==> config.mk <==
export PLATFORM = sky130hd
export DESIGN_NAME = sha_msg_schedule
export DESIGN_NICKNAME = d
export VERILOG_FILES = /design/src/rtl/sha_pkg.sv /design/src/rtl/sha_w_expand.sv /design/src/rtl/sha_msg_schedule.sv
export SDC_FILE = /design/constraint.sdc
export NUM_CORES = 2
export LEC_CHECK = 0
export ABC_AREA = 1
export CAP_MARGIN = 30
export CORE_MARGIN = 3
export CORE_UTILIZATION = 45
export CTS_CLUSTER_SIZE = 30
export DETAILED_ROUTE_END_ITERATION = 6
export GPL_ROUTABILITY_DRIVEN = 0
export MAX_ROUTING_LAYER = met4
export SKIP_LAST_GASP = 1
export SYNTH_ARGS = -nofsm -noshare
export SYNTH_HDL_FRONTEND = slang
export SYNTH_SLANG_ARGS = --single-unit
==> constraint.sdc <==
create_clock -name clk -period 7.1 [get_ports clk]
set_input_delay 2.13 -clock clk [delete_from_list [all_inputs] [get_ports clk]]
set_output_delay 2.13 -clock clk [all_outputs]
set_load 0.01 [all_outputs]
==> src/rtl/sha_pkg.sv <==
// Shared SHA types, round counts, round-constant tables and bit helpers.
// SHA-1 items exist only when SHA_SCHED_SHA1_EN is defined.
package sha;

    typedef logic [31:0] word_t;

    typedef enum logic [1:0] {
        MODE_SHA256 = 2'd0,
        MODE_SHA1   = 2'd1,
        MODE_RSVD2  = 2'd2,
        MODE_RSVD3  = 2'd3
    } mode_t;

    localparam int unsigned SHA256_ROUNDS = 64;

    localparam word_t K256 [64] = '{
        32'h428a2f98, 32'h71374491, 32'hb5c0fbcf, 32'he9b5dba5,
        32'h3956c25b, 32'h59f111f1, 32'h923f82a4, 32'hab1c5ed5,
        32'hd807aa98, 32'h12835b01, 32'h243185be, 32'h550c7dc3,
        32'h72be5d74, 32'h80deb1fe, 32'h9bdc06a7, 32'hc19bf174,
        32'he49b69c1, 32'hefbe4786, 32'h0fc19dc6, 32'h240ca1cc,
        32'h2de92c6f, 32'h4a7484aa, 32'h5cb0a9dc, 32'h76f988da,
        32'h983e5152, 32'ha831c66d, 32'hb00327c8, 32'hbf597fc7,
        32'hc6e00bf3, 32'hd5a79147, 32'h06ca6351, 32'h14292967,
        32'h27b70a85, 32'h2e1b2138, 32'h4d2c6dfc, 32'h53380d13,
        32'h650a7354, 32'h766a0abb, 32'h81c2c92e, 32'h92722c85,
        32'ha2bfe8a1, 32'ha81a664b, 32'hc24b8b70, 32'hc76c51a3,
        32'hd192e819, 32'hd6990624, 32'hf40e3585, 32'h106aa070,
        32'h19a4c116, 32'h1e376c08, 32'h2748774c, 32'h34b0bcb5,
        32'h391c0cb3, 32'h4ed8aa4a, 32'h5b9cca4f, 32'h682e6ff3,
        32'h748f82ee, 32'h78a5636f, 32'h84c87814, 32'h8cc70208,
        32'h90befffa, 32'ha4506ceb, 32'hbef9a3f7, 32'hc67178f2
    };

`ifdef SHA_SCHED_SHA1_EN
    localparam int unsigned SHA1_ROUNDS = 80;

    localparam word_t K1 [4] = '{
        32'h5a827999, 32'h6ed9eba1, 32'h8f1bbcdc, 32'hca62c1d6
    };

    // SHA-1 round group t/20, also the K1 index
    function automatic logic [1:0] ft_of(input logic [6:0] t);
        if (t < 7'd20)      return 2'd0;
        else if (t < 7'd40) return 2'd1;
        else if (t < 7'd60) return 2'd2;
        else                return 2'd3;
    endfunction
`endif

    function automatic word_t rotl(input word_t x, input int unsigned n);
        return (x << n) | (x >> (32 - n));
    endfunction

    function automatic word_t rotr(input word_t x, input int unsigned n);
        return rotl(x, 32 - n);
    endfunction

    function automatic word_t sig0(input word_t x);
        return rotr(x, 7) ^ rotr(x, 18) ^ (x >> 3);
    endfunction

    function automatic word_t sig1(input word_t x);
        return rotr(x, 17) ^ rotr(x, 19) ^ (x >> 10);
    endfunction

endpackage

==> src/rtl/sha_w_expand.sv <==
// Combinational next-W from four schedule taps.
// Taps: SHA-256 a/b/c/d = W[t-2]/W[t-7]/W[t-15]/W[t-16]; SHA-1 = W[t-3]/W[t-8]/W[t-14]/W[t-16].
module sha_w_expand
    import sha::*;
(
`ifdef SHA_SCHED_SHA1_EN
    input  sha::mode_t  mode,
`endif
    input  logic [31:0] tap_a,
    input  logic [31:0] tap_b,
    input  logic [31:0] tap_c,
    input  logic [31:0] tap_d,
    output logic [31:0] w
);

    always_comb begin
`ifdef SHA_SCHED_SHA1_EN
        if (mode == MODE_SHA1)
            w = rotl(tap_a ^ tap_b ^ tap_c ^ tap_d, 1);
        else
            w = sig1(tap_a) + tap_b + sig0(tap_c) + tap_d;
`else
        w = sig1(tap_a) + tap_b + sig0(tap_c) + tap_d;
`endif
    end

endmodule

==> src/rtl/sha_msg_schedule.sv <==
// SHA message schedule: 16 input words in, W_t/K_t/ft per round out, 16-entry in-place expansion.
// SHA_SCHED_SHA1_EN enables SHA-1 mode (80 rounds, ft, SHA-1 K and expansion).
module sha_msg_schedule
    import sha::*;
(
    input  logic        clk,
    input  logic        rst,
    input  sha::mode_t  mode,
    input  logic        abort,
    input  logic        in_valid,
    output logic        in_ready,
    input  logic [31:0] in_word,
    output logic        out_valid,
    input  logic        out_ready,
    output logic [31:0] out_w,
    output logic [31:0] out_k,
    output logic [1:0]  out_ft,
    output logic [6:0]  out_round,
    output logic        out_first,
    output logic        out_last,
    output logic        busy,
    output logic        err
);

    typedef enum logic [1:0] {ST_IDLE, ST_LOAD, ST_EXPAND} state_t;

    state_t      state, state_nx;
    logic [6:0]  t, t_nx;
    word_t       wbuf [16];
    logic [3:0]  wa;
    logic        adv, emit, wr, set_err, supported;
    word_t       emit_w, exp_w, k_cur;
    word_t       tap_a, tap_b, tap_c, tap_d;
    logic [6:0]  last_idx;

    assign adv  = !out_valid || out_ready;
    assign wa   = t[3:0];
    assign busy = (state != ST_IDLE);

`ifdef SHA_SCHED_SHA1_EN
    logic       sha1_q;
    logic       cur_sha1;
    logic [1:0] ft_q;

    // In IDLE the round being emitted belongs to the block whose mode is on the port
    assign cur_sha1  = (state == ST_IDLE) ? (mode == MODE_SHA1) : sha1_q;
    assign supported = (mode == MODE_SHA256) || (mode == MODE_SHA1);
    assign k_cur     = cur_sha1 ? K1[ft_of(t)] : K256[t[5:0]];
    assign last_idx  = cur_sha1 ? 7'(SHA1_ROUNDS - 1) : 7'(SHA256_ROUNDS - 1);
    assign tap_a     = cur_sha1 ? wbuf[wa - 4'd3]  : wbuf[wa - 4'd2];
    assign tap_b     = cur_sha1 ? wbuf[wa - 4'd8]  : wbuf[wa - 4'd7];
    assign tap_c     = cur_sha1 ? wbuf[wa - 4'd14] : wbuf[wa - 4'd15];
    assign tap_d     = wbuf[wa];
    assign out_ft    = ft_q;

    sha_w_expand u_expand (
        .mode  (cur_sha1 ? MODE_SHA1 : MODE_SHA256),
        .tap_a (tap_a),
        .tap_b (tap_b),
        .tap_c (tap_c),
        .tap_d (tap_d),
        .w     (exp_w)
    );

    always_ff @(posedge clk or posedge rst) begin
        if (rst) begin
            sha1_q <= 1'b0;
            ft_q   <= '0;
        end else begin
            if (state == ST_IDLE && emit)
                sha1_q <= cur_sha1;
            if (emit)
                ft_q <= cur_sha1 ? ft_of(t) : 2'd0;
        end
    end
`else
    assign supported = (mode == MODE_SHA256);
    assign k_cur     = K256[t[5:0]];
    assign last_idx  = 7'(SHA256_ROUNDS - 1);
    assign tap_a     = wbuf[wa - 4'd2];
    assign tap_b     = wbuf[wa - 4'd7];
    assign tap_c     = wbuf[wa - 4'd15];
    assign tap_d     = wbuf[wa];
    assign out_ft    = 2'b00;

    sha_w_expand u_expand (
        .tap_a (tap_a),
        .tap_b (tap_b),
        .tap_c (tap_c),
        .tap_d (tap_d),
        .w     (exp_w)
    );
`endif

    // t is 0 whenever IDLE, so it is always the index of the round emitted next.
    // IDLE uses adv for in_ready so an unconsumed final round is never overwritten.
    always_comb begin
        state_nx = state;
        t_nx     = t;
        in_ready = 1'b0;
        emit     = 1'b0;
        wr       = 1'b0;
        set_err  = 1'b0;
        emit_w   = in_word;
        if (abort) begin
            state_nx = ST_IDLE;
            t_nx     = '0;
        end else begin
            case (state)
                ST_IDLE: begin
                    in_ready = adv;
                    if (in_valid && adv) begin
                        if (supported) begin
                            emit     = 1'b1;
                            wr       = 1'b1;
                            t_nx     = 7'd1;
                            state_nx = ST_LOAD;
                        end else begin
                            set_err = 1'b1;
                        end
                    end
                end
                ST_LOAD: begin
                    in_ready = adv;
                    if (in_valid && adv) begin
                        emit = 1'b1;
                        wr   = 1'b1;
                        t_nx = t + 7'd1;
                        if (t == 7'd15)
                            state_nx = ST_EXPAND;
                    end
                end
                ST_EXPAND: begin
                    if (adv) begin
                        emit   = 1'b1;
                        wr     = 1'b1;
                        emit_w = exp_w;
                        if (t == last_idx) begin
                            t_nx     = '0;
                            state_nx = ST_IDLE;
                        end else begin
                            t_nx = t + 7'd1;
                        end
                    end
                end
                default: state_nx = ST_IDLE;
            endcase
        end
    end

    always_ff @(posedge clk or posedge rst) begin
        if (rst) begin
            state     <= ST_IDLE;
            t         <= '0;
            out_valid <= 1'b0;
            out_w     <= '0;
            out_k     <= '0;
            out_round <= '0;
            out_first <= 1'b0;
            out_last  <= 1'b0;
            err       <= 1'b0;
        end else begin
            state <= state_nx;
            t     <= t_nx;
            if (abort) begin
                out_valid <= 1'b0;
                err       <= 1'b0;
            end else begin
                if (set_err)
                    err <= 1'b1;
                if (adv)
                    out_valid <= emit;
                if (emit) begin
                    out_w     <= emit_w;
                    out_k     <= k_cur;
                    out_round <= t;
                    out_first <= (t == 7'd0);
                    out_last  <= (t == last_idx);
                end
            end
        end
    end

    always_ff @(posedge clk) begin
        if (wr)
            wbuf[wa] <= emit_w;
    end

endmodule

==> flow_summary.html <==
<table>
<tr><th>Metric</th><th>Value</th></tr>
<tr><th colspan="2">Setup path</th></tr>
<tr><td>Worst-path fanout max</td><td>16</td></tr>
<tr><td>R2R setup slack</td><td>0.26 ns</td></tr>
<tr><td>Kind of capture point of the worst setup path</td><td>flop</td></tr>
<tr><td>Sort of element at the start of the critical path</td><td>flop</td></tr>
<tr><td>Worst reg-to-reg path cell count</td><td>26</td></tr>
<tr><td>Arrival time reported for the critical path endpoint</td><td>7.15 ns</td></tr>
<tr><td>Worst setup path category</td><td>reg -&gt; reg</td></tr>
<tr><td>Required time at the worst-slack endpoint</td><td>7.41 ns</td></tr>
<tr><th colspan="2">Floorplanning</th></tr>
<tr><td>Starting utilization of the core area</td><td>0.456</td></tr>
<tr><td>Horiz. Die Dim</td><td>298 µm</td></tr>
<tr><td>Number of core rows</td><td>106</td></tr>
<tr><td>I/O pin count</td><td>118</td></tr>
<tr><td>Y dimension of the die</td><td>298 µm</td></tr>
<tr><td>Total die area</td><td>88700 µm²</td></tr>
<tr><td>Core area</td><td>84000 µm²</td></tr>
<tr><th colspan="2">Worst hold path</th></tr>
<tr><td>Hold-critical path depth</td><td>2</td></tr>
<tr><td>Type of the worst min-delay path</td><td>reg -&gt; reg</td></tr>
<tr><th colspan="2">Synthesis</th></tr>
<tr><td>Cells taking the most area after synthesis</td><td>edfxtp_1, nand2_1, o21ai_0</td></tr>
<tr><td>Library cell occupying the most area in the post-synthesis netlist</td><td>edfxtp_1</td></tr>
<tr><td>Synthesized netlist cell count</td><td>4478</td></tr>
<tr><td>Post-synthesis register bit count</td><td>596</td></tr>
<tr><td>Area of the mapped netlist</td><td>38300 µm²</td></tr>
<tr><td>Synth top area share</td><td>0.401</td></tr>
<tr><td>Prevailing post-synth register cell</td><td>edfxtp_1</td></tr>
<tr><td>Avg Inst Size Synth</td><td>8.56 µm²</td></tr>
<tr><td>Most common cell in the netlist</td><td>nand2_1</td></tr>
<tr><td>Count of flip-flops with a built-in enable after synthesis</td><td>512</td></tr>
<tr><td>Number of distinct standard cells referenced by the synthesized netlist</td><td>60</td></tr>
<tr><td>Commonest cells post-synth</td><td>nand2_1, edfxtp_1, o21ai_0, inv_1, nor2_1</td></tr>
<tr><td>Share of synthesized flip-flops with an asynchronous set or reset</td><td>0.141</td></tr>
<tr><td>Seq/Total Area, Yosys</td><td>0.456</td></tr>
<tr><td>Synthesis Warnings</td><td>0</td></tr>
<tr><th colspan="2">Timing</th></tr>
<tr><td>Setup repair after global routing missed its margin</td><td>no</td></tr>
<tr><td>Worst clock skew on the final layout</td><td>0.0382 ns</td></tr>
<tr><td>Rel. slew slack</td><td>0.306</td></tr>
<tr><td>Smallest hold slack</td><td>0.475 ns</td></tr>
<tr><td>Top achievable clock speed</td><td>0.146 GHz</td></tr>
<tr><td>Setup TNS</td><td>0 ns</td></tr>
<tr><td>Number of pins exceeding their max-slew limit in the final report</td><td>0</td></tr>
<tr><td>Worst Slack Setup Final</td><td>0.257 ns</td></tr>
<tr><td>Count of final setup violators</td><td>0</td></tr>
<tr><td>Final critical path time including I/O delays and setup</td><td>6.84 ns</td></tr>
<tr><td>Tightest Pin Transition</td><td>1.04 ns</td></tr>
<tr><td>Endpoints failing hold</td><td>0</td></tr>
<tr><td>Post-route clock period utilization</td><td>0.964</td></tr>
<tr><th colspan="2">Outcome</th></tr>
<tr><td>Run status</td><td>finished with violations</td></tr>
<tr><td>Failing checks</td><td>DRC</td></tr>
<tr><th colspan="2">Route</th></tr>
<tr><td>Total iterations of the first detailed-routing run</td><td>7</td></tr>
<tr><td>Via count</td><td>35300</td></tr>
<tr><td>DRC viols</td><td>23</td></tr>
<tr><td>Total length of routed wires</td><td>150000 µm</td></tr>
<tr><td>Average wire length per cell after detail routing</td><td>26.3 µm</td></tr>
<tr><td>Mean number of vias per cell</td><td>6.18</td></tr>
<tr><td>DR iter-0 viols</td><td>5411</td></tr>
<tr><td>Number of routed nets with antenna violations</td><td>0</td></tr>
<tr><th colspan="2">Run</th></tr>
<tr><td>Max-capacitance violation count</td><td>0</td></tr>
<tr><th colspan="2">Placement</th></tr>
<tr><td>Port Buffers</td><td>115</td></tr>
<tr><td>DP Worst Slack</td><td>0.359 ns</td></tr>
<tr><td>Placed instance count</td><td>5580</td></tr>
<tr><td>Detailed-placement wirelength estimate</td><td>99200 µm</td></tr>
<tr><th colspan="2">Layout</th></tr>
<tr><td>NumNets Final</td><td>4674</td></tr>
<tr><td>Final Instance Count excl. Fillers</td><td>5710</td></tr>
<tr><td>Area growth from synthesis to layout</td><td>13.4%</td></tr>
<tr><td>Fraction of final layout cells sized beyond drive strength 1</td><td>0.0802</td></tr>
<tr><th colspan="2">Global routing</th></tr>
<tr><td>Largest net degree at the start of global routing</td><td>148</td></tr>
<tr><td>Number of global-route vias before repair</td><td>31900</td></tr>
<tr><td>GR Util All Layers</td><td>0.339</td></tr>
<tr><td>Wire length of the first global-routing pass</td><td>217000 µm</td></tr>
<tr><td>Sum of overflow across all layers after global routing</td><td>0</td></tr>
<tr><td>Antenna violations before repair</td><td>1</td></tr>
<tr><th colspan="2">Clock tree</th></tr>
<tr><td># Post-CTS Setup Buffers</td><td>0</td></tr>
<tr><td>Clk sinks</td><td>596</td></tr>
<tr><td>Root Driver</td><td>clkbuf_16</td></tr>
<tr><td>CTS tree</td><td>built</td></tr>
<tr><td>Clock slew seen by the registers of the worst setup and hold paths</td><td>0.06 ns</td></tr>
<tr><td>H-tree lvl count</td><td>3</td></tr>
<tr><td>Worst-case clock buffer depth</td><td>3</td></tr>
<tr><td>Cts bufs inserted</td><td>71</td></tr>
<tr><td>Worst-Skew Late Latency</td><td>0.65 ns</td></tr>
</table>
[metrics by stage]
stage | instance area, µm² | utilization
after global placement | 41100 | 0.489
after floorplan | 38300 | -
final | 43500 | 0.518
after detailed placement | 41100 | 0.490
after global routing | 43500 | 0.518
after CTS | 43400 | 0.518
[placed cells by master, fill, tap and decap left out, types with 12 or more instances in the layout]
cell type and instances:
nand2_1 956, edfxtp_1 512, o21ai_0 489, inv_1 384, nor2_1 328, nand3_1 219, o21ai_1 214, a21oi_1 205
buf_4 122, clkdlybuf4s50_1 115, o211ai_1 100, xor2_1 95, mux2i_1 89, dfrtp_1 81, clkbuf_16 72, fa_1 62
ha_1 50, o22ai_1 45, a31oi_1 34, xnor2_1 29, buf_12 29, nor3_1 25, o221ai_1 24, o2111ai_1 21
a31oi_2 20, clkbuf_1 19, nor2_4 18, a221oi_1 17, or2_2 17, mux2i_2 16, nand4_1 12
[what timing repair did]
action | 4_1_cts | 5_1_grt
hold buffers | 0 | 0
setup endpoints to repair | 0 | 184
resized for setup | 0 | 8
[sequential cells by signal, indices dropped and copies added, names as in the netlist]
name,count
state,2
out_k,32
out_first,1
out_w,32
out_valid,1
out_last,1
err,1
wbuf,512
out_round,7
t,7
[kinds of logic after synthesis]
logic type                 after synthesis  share of synthesized area
AOI/OAI and AO/OA                     1239                      0.188
muxes                                  111                     0.0325
and+or+nand+nor                       1590                      0.167
xor gates and xnor gates               124                     0.0283
DFF                                    596                      0.456
buffers and inverters                  701                     0.0783
adders and majority gates              116                     0.0500
other                                    1                  0.0000979
[final cells by class]
type | count | area (µm²)
diodes | 1 | 2.50
clock buffers | 94 | 1910
clock inverters | 35 | 429
fillers | 7809 | 40500
inverters | 402 | 1530
multi-input cells | 3182 | 18000
flip-flops and latches | 596 | 17500
well taps | 1134 | 1420
repair buffers | 266 | 2650
[worst max-delay path, stage by stage, from the launching register on]
cell	delay, ns
dfrtp_4	0.56
ha_1	0.26
inv_1	0.11
ha_2	0.31
inv_2	0.24
buf_4	0.34
nand3_1	0.25
nand3_1	0.14
nand2_1	0.26
xor2_1	0.28
xor2_1	0.19
fa_1	0.50
inv_1	0.05
fa_1	0.48
inv_1	0.05
ha_1	0.40
nand2_1	0.18
inv_1	0.07
a21oi_1	0.26
a21boi_0	0.20
o21ai_0	0.18
buf_4	0.18
nand4_1	0.11
nand2_1	0.07
nand2_1	0.06
nand3_1	0.15
nand2_1	0.63
[path summary, 6_finish.rpt]
path                               start           end
worst min-delay path            out_k[0]      out_k[0]
worst max-delay path                t[0]  wbuf[12][28]
min in group asynchronous            rst     out_w[24]
max in group asynchronous            rst          t[1]
worst min register to register  out_k[0]      out_k[0]
worst max register to register      t[0]  wbuf[12][28]
[layer usage]
metal,vias to the layer above,track usage,wire [µm],part of all wire
li1,15600,-,-,-
met1,16600,0.461,59400,0.40
met2,2551,0.483,62800,0.42
met3,527,0.0783,19900,0.13
met4,0,0.153,8130,0.054
met5,-,-,0,0
Power is not shown: default switching activity piles up to over one toggle a cycle in this logic, so the estimate is an artifact.
